--- src/rtl/expr_pipe_lanes.sv ---
// Multi-lane mixed-signedness expression unit behind an elastic valid/ready pipeline.
// Optional saturation of add/sub/mul (with per-lane ovf) is enabled by defining EXPR_PIPE_SAT_EN.
module expr_pipe_lanes #(
    parameter int W      = 6,
    parameter int LANES  = 3,
    parameter int STAGES = 2
) (
    input  logic                 clk,
    input  logic                 rst_n,
    input  logic                 in_valid,
    output logic                 in_ready,
    input  logic [3:0]           op,
    input  logic                 a_signed,
    input  logic                 b_signed,
    input  logic [LANES*W-1:0]   a,
    input  logic [LANES*W-1:0]   b,
    output logic                 out_valid,
    input  logic                 out_ready,
    output logic [LANES*W-1:0]   y,
    output logic [LANES-1:0]     ovf
);

    // Handshake: a beat moves on a clock edge only when its valid and the
    // receiver's ready are both high; a stalled stage holds valid and data.

    localparam logic [W-1:0] W_L = W'(W);

`ifdef EXPR_PIPE_SAT_EN
    localparam logic [2*W-1:0] SMAX = {{(W+1){1'b0}}, {(W-1){1'b1}}};
    localparam logic [2*W-1:0] SMIN = {{(W+1){1'b1}}, {(W-1){1'b0}}};
    localparam logic [2*W-1:0] UMAX = {{W{1'b0}}, {W{1'b1}}};

    // Clamp an exact double-width result into the W-bit range of the context.
    function automatic logic [W:0] clamp(input logic sc, input logic [2*W-1:0] v);
        if (sc) begin
            if ($signed(v) > $signed(SMAX)) return {1'b1, SMAX[W-1:0]};
            if ($signed(v) < $signed(SMIN)) return {1'b1, SMIN[W-1:0]};
        end else if (v > UMAX) begin
            return {1'b1, UMAX[W-1:0]};
        end
        return {1'b0, v[W-1:0]};
    endfunction
`endif

    // One lane: returns {overflow, result}.
    function automatic logic [W:0] lane_op(
        input logic [3:0]   o,
        input logic         sa,
        input logic         sb,
        input logic [W-1:0] la,
        input logic [W-1:0] lb
    );
        logic           sc;
        logic [2*W-1:0] ax;
        logic [2*W-1:0] bx;
        logic [W-1:0]   r;
        logic           of;
`ifdef EXPR_PIPE_SAT_EN
        logic [W:0]     c;
`endif
        sc = sa && sb;
        ax = sc ? {{W{la[W-1]}}, la} : {{W{1'b0}}, la};
        bx = sc ? {{W{lb[W-1]}}, lb} : {{W{1'b0}}, lb};
        r  = '0;
        of = 1'b0;
`ifdef EXPR_PIPE_SAT_EN
        c  = '0;
`endif
        case (o)
            4'd0: begin
`ifdef EXPR_PIPE_SAT_EN
                c  = clamp(sc, ax + bx);
                r  = c[W-1:0];
                of = c[W];
`else
                r = la + lb;
`endif
            end
            4'd1: begin
`ifdef EXPR_PIPE_SAT_EN
                if (!sc && (la < lb)) begin
                    r  = '0;
                    of = 1'b1;
                end else begin
                    c  = clamp(sc, ax - bx);
                    r  = c[W-1:0];
                    of = c[W];
                end
`else
                r = la - lb;
`endif
            end
            4'd2:  r = la & lb;
            4'd3:  r = la | lb;
            4'd4:  r = la ^ lb;
            4'd5:  r = ~(la ^ lb);
            4'd6:  r = (lb >= W_L) ? '0 : (la << lb);
            4'd7:  r = (lb >= W_L) ? '0 : (la >> lb);
            4'd8: begin
                // Fill follows a's own signedness; b is always a plain amount.
                if (sa) begin
                    if (lb >= W_L) r = {W{la[W-1]}};
                    else           r = $signed(la) >>> lb;
                end else begin
                    r = (lb >= W_L) ? '0 : (la >> lb);
                end
            end
            4'd9:  r = {{(W-1){1'b0}}, (sc ? ($signed(la) < $signed(lb)) : (la < lb))};
            4'd10: r = {{(W-1){1'b0}}, (la == lb)};
            4'd11: r = {{(W-1){1'b0}}, (la != lb)};
            4'd12: begin
`ifdef EXPR_PIPE_SAT_EN
                c  = clamp(sc, ax * bx);
                r  = c[W-1:0];
                of = c[W];
`else
                r = la * lb;
`endif
            end
            4'd13: begin
                // Double-width signed divide makes min / -1 land on min after truncation.
                if (lb == '0)   r = '1;
                else if (sc)    r = W'($signed(ax) / $signed(bx));
                else            r = la / lb;
            end
            4'd14: begin
                if (lb == '0)   r = la;
                else if (sc)    r = W'($signed(ax) % $signed(bx));
                else            r = la % lb;
            end
            default: r = (|la) ? la : lb;
        endcase
        return {of, r};
    endfunction

    logic [STAGES-1:0]  v;
    logic [STAGES-1:0]  rdy;
    logic [LANES*W-1:0] yd [STAGES];
    logic [LANES-1:0]   od [STAGES];
    logic [LANES*W-1:0] y_c;
    logic [LANES-1:0]   o_c;
    logic [W:0]         lane_res;

    always_comb begin
        y_c      = '0;
        o_c      = '0;
        lane_res = '0;
        for (int i = 0; i < LANES; i++) begin
            lane_res         = lane_op(op, a_signed, b_signed, a[i*W +: W], b[i*W +: W]);
            y_c[i*W +: W]    = lane_res[W-1:0];
            o_c[i]           = lane_res[W];
        end
    end

    // A stage can take a beat when it is empty or its occupant is moving on.
    always_comb begin
        logic go;
        rdy = '0;
        go  = !v[STAGES-1] || out_ready;
        rdy[STAGES-1] = go;
        for (int k = STAGES - 2; k >= 0; k--) begin
            go     = !v[k] || go;
            rdy[k] = go;
        end
    end

    always_ff @(posedge clk or negedge rst_n) begin
        if (!rst_n) begin
            v <= '0;
            for (int k = 0; k < STAGES; k++) begin
                yd[k] <= '0;
                od[k] <= '0;
            end
        end else begin
            if (rdy[0]) begin
                v[0] <= in_valid;
                if (in_valid) begin
                    yd[0] <= y_c;
                    od[0] <= o_c;
                end
            end
            for (int k = 1; k < STAGES; k++) begin
                if (rdy[k]) begin
                    v[k] <= v[k-1];
                    if (v[k-1]) begin
                        yd[k] <= yd[k-1];
                        od[k] <= od[k-1];
                    end
                end
            end
        end
    end

    assign in_ready  = rdy[0];
    assign out_valid = v[STAGES-1];
    assign y         = yd[STAGES-1];
    assign ovf       = od[STAGES-1];

endmodule

--- config.mk ---
export PLATFORM = sky130hd
export DESIGN_NAME = expr_pipe_lanes
export DESIGN_NICKNAME = d
export VERILOG_FILES = /design/src/rtl/expr_pipe_lanes.sv
export SDC_FILE = /design/constraint.sdc
export NUM_CORES = 1
export LEC_CHECK = 0
export ABC_AREA = 1
export BUFFER_PORTS_ARGS = -buffer_cell sky130_fd_sc_hd__buf_2
export CAP_MARGIN = 10
export CORE_UTILIZATION = 40
export DETAILED_ROUTE_END_ITERATION = 8
export PLACE_DENSITY_LB_ADDON = 0.15
export SLEW_MARGIN = 20
export SYNTH_ARGS = -nofsm -noshare
export SYNTH_HDL_FRONTEND = slang
export SYNTH_SLANG_ARGS = --single-unit
--- constraint.sdc ---
create_clock -name clk -period 4 [get_ports clk]
set_clock_uncertainty 0.15 [all_clocks]
set_input_delay 0.8 -clock clk [delete_from_list [all_inputs] [get_ports clk]]
set_output_delay 0.8 -clock clk [all_outputs]
set_load 0.02 [all_outputs]
==> reports/metrics.cfg <==
[timing]
fin_crit_ns = 15.59
max_freq_ghz = 0.0642
rsz0062_at_grt = true
worstMarginPinSlew_ns = 0.918
slew_headroom = 0.388
finalWorstSetupSlack_ns = -11.59
setup_viol = 18
period_share = 3.90
drv_slew = 0
hold_viol = 0
setup_tns_ns = -203.71

[global_routing]
grt_start_max_net_pins = 39
grt_use_met3 = 0.0330
met1_usage = 0.408
busiest_layer = met2
grt_pass1_vias = 29200
grt.total_usage = 0.299
antenna_found_initial = 8
grt_pass1_wl_um = 146000
use_met2 = 0.499
overflow = 0

[critical_path]
crit_path_end_kind = flop
cpPeakStageDelay_ns = 0.31
worstPathRequired_ns = 4.04
crit_slowest_cell = ha_1
path_common_cell = nand2_4
worst-setup-path-type = in2reg
r2r_slack_ns = 1.83
r2r_start = v[1]$_DFFE_PN0P_
critical_path_arrival_ns = 15.62
worstSetupStartpointType = input pin
timing.rr.end = yd[24]$_DFFE_PN0P_
worstPathMaxFanout = 6
ff2ff_path_depth = 7
startpoint = a_signed

[placed_design]
dp_hpwl_um = 69300
io_buffers = 65
gp_congestion = 0.991
place_area_um2 = 34200
dp.cells = 5622

[drt]
drtPass1Iterations = 6
drcViolationCount = 0
dr_total_vias = 30900
drt_first_iter_violations = 2264
via_per_inst = 5.22
drt_wl_total_um = 99700
post_drt_wl_per_cell_um = 16.9
ant_nets = 0

[synth]
yosysTopAreaCell = ha_1
ys_warn_count = 0
synth_cells = 3739
synth_area_um2 = 23200
synthArstFlopShare = 1.00
netlist_top_cells_area = ha_1 22%, nand2_1 15%, inv_1 7.4%
yosysSeqAreaShare = 0.0411
synth-main-ff-cell = dfrtp_1
synth_cell_types = 78
syn_avg_cell_area_um2 = 6.19
synth_enable_flop_cells = 0
synth_seq_cells = 38
yosysMostFrequentCell = nand2_1
yosysTopAreaCellShare = 0.216
synth_common_cells = 908 x nand2_1, 459 x inv_1, 400 x ha_1, 256 x a21oi_1, 256 x o21ai_0

[hold_path]
worstHoldStart = yd[35]$_DFFE_PN0P_
min_to = yd[35]$_DFFE_PN0P_
min_path_type = reg2reg
whs_path_depth = 2

[die]
row_count = 87
dieArea_um2 = 58900
fp.dieW_um = 243
ios = 69
core_um2 = 56800
die_y_um = 243
start_util = 0.408

[layout]
multi_input_area_um2 = 25100
fillers = 4466
fin_nets = 5624
drive_gt1_frac = 0.479
syn2layout_area_growth_pct = 73.9
stdcell_count = 5911
seqCellArea_um2 = 951
stdcell_area_um2 = 40300

[outcome]
violations = setup timing
status = finished, violations left

[job]
maxCapViolations = 0

[cts]
clk_pin_slew_ns = 0.07
cts_tree = done
htree_num_levels = 2
clkLatencyLatePin_ns = 0.30
cts_max_path_buffers = 2
cts_buffers = 5
cts-root-buf = clkbuf_16
clock_sinks = 38

[state kept, by name, indices dropped and copies added, names as in the netlist]
signal	count
v	2
yd	18
y	18
[per-layer routing]
layer / routed length (µm) / up-vias
li1: - / 15300
met1: 43400 / 14200
met2: 46500 / 1051
met3: 6440 / 257
met4: 3330 / 4
met5: 31 / -
[through the flow]
| step | hold WS, ns | setup slack, ns | utilization |
|---|---|---|---|
| 2_1_floorplan | 0.295 | -10.81 | - |
| 3_3_place_gp | 0.317 | -11.55 | 0.603 |
| 3_5_place_dp | 0.323 | -11.85 | 0.603 |
| 4_1_cts | 0.340 | -10.71 | 0.664 |
| 5_1_grt | 0.361 | -12.38 | 0.709 |
| 6_report | 0.335 | -11.59 | 0.709 |
[timing repair]
action / in CTS / in global routing
setup endpoints to repair: 18 / 18
setup buffers: 190 / 84
resized for setup: 385 / 421
gates cloned: 8 / 1
pin swaps: 346 / 375
hold buffers: 0 / 0
[cell usage in the layout (no fill, tap or decap), types with 15 or more instances in the layout]
cell         n
buf_4     1280
nand2_1    690
inv_1      376
ha_1       260
nor2_1     202
nand2_2    202
o21ai_0    170
a21oi_1    167
ha_4       138
nand3_1    135
xor2_1      99
xnor2_1     96
conb_1      84
inv_2       79
o21ai_2     76
nand3_2     70
buf_6       70
a21oi_2     69
nand2_4     64
buf_2       59
o21ai_1     55
nor2_4      38
dfrtp_1     38
o21ai_4     37
a21o_1      35
or2_2       33
o211ai_1    33
nor2_2      28
nor3_1      26
o21bai_1    24
fa_1        24
o22ai_1     23
a21oi_4     22
nand3_4     21
nand4_1     20
a31oi_1     18
inv_4       16
nand3b_1    15
[worst max path at each step]
stage	slack, ns	to	cells after the start
3_5_place_dp	-11.85	yd[25]$_DFFE_PN0P_	117
4_1_cts	-10.71	yd[33]$_DFFE_PN0P_	111
6_report	-11.59	yd[19]$_DFFE_PN0P_	113
5_1_grt	-12.38	yd[28]$_DFFE_PN0P_	122
3_3_place_gp	-11.55	yd[22]$_DFFE_PN0P_	111
2_1_floorplan	-10.81	yd[25]$_DFFE_PN0P_	116
[logic make-up after synthesis]
group / after synthesis / synth area share
AOI/OAI and AO/OA: 848 / 0.221
buffers and inverters: 602 / 0.106
adders and majority gates: 427 / 0.239
xor gates and xnor gates: 210 / 0.0822
muxes: 10 / 0.00486
other: 2 / 0.000324
and+or+nand+nor: 1602 / 0.306
DFF: 38 / 0.0411
[area by class of cell]
cell class / instances / area share
timing repair inverter: 7 / 0.00127
sequential: 38 / 0.0236
inverter: 493 / 0.0504
clock inverter: 2 / 0.00149
tap: 756 / 0.0235
multi-input combinational: 3183 / 0.624
timing repair buffer: 1423 / 0.272
clock buffer: 6 / 0.00345
antenna: 3 / 0.000186
[worst max-delay path, delay by kind of cell]
family | cells | cell delay, ns
AO/OA/AOI/OAI | 26 | 4.02
AND/OR/NAND/NOR | 43 | 4.66
adder cells (fa/ha/maj) | 11 | 2.67
buffers and inverters | 33 | 3.41
Power is left out: the tool's default activity adds up to more than one toggle a clock period on the data nets, which glitch-free logic cannot reach.
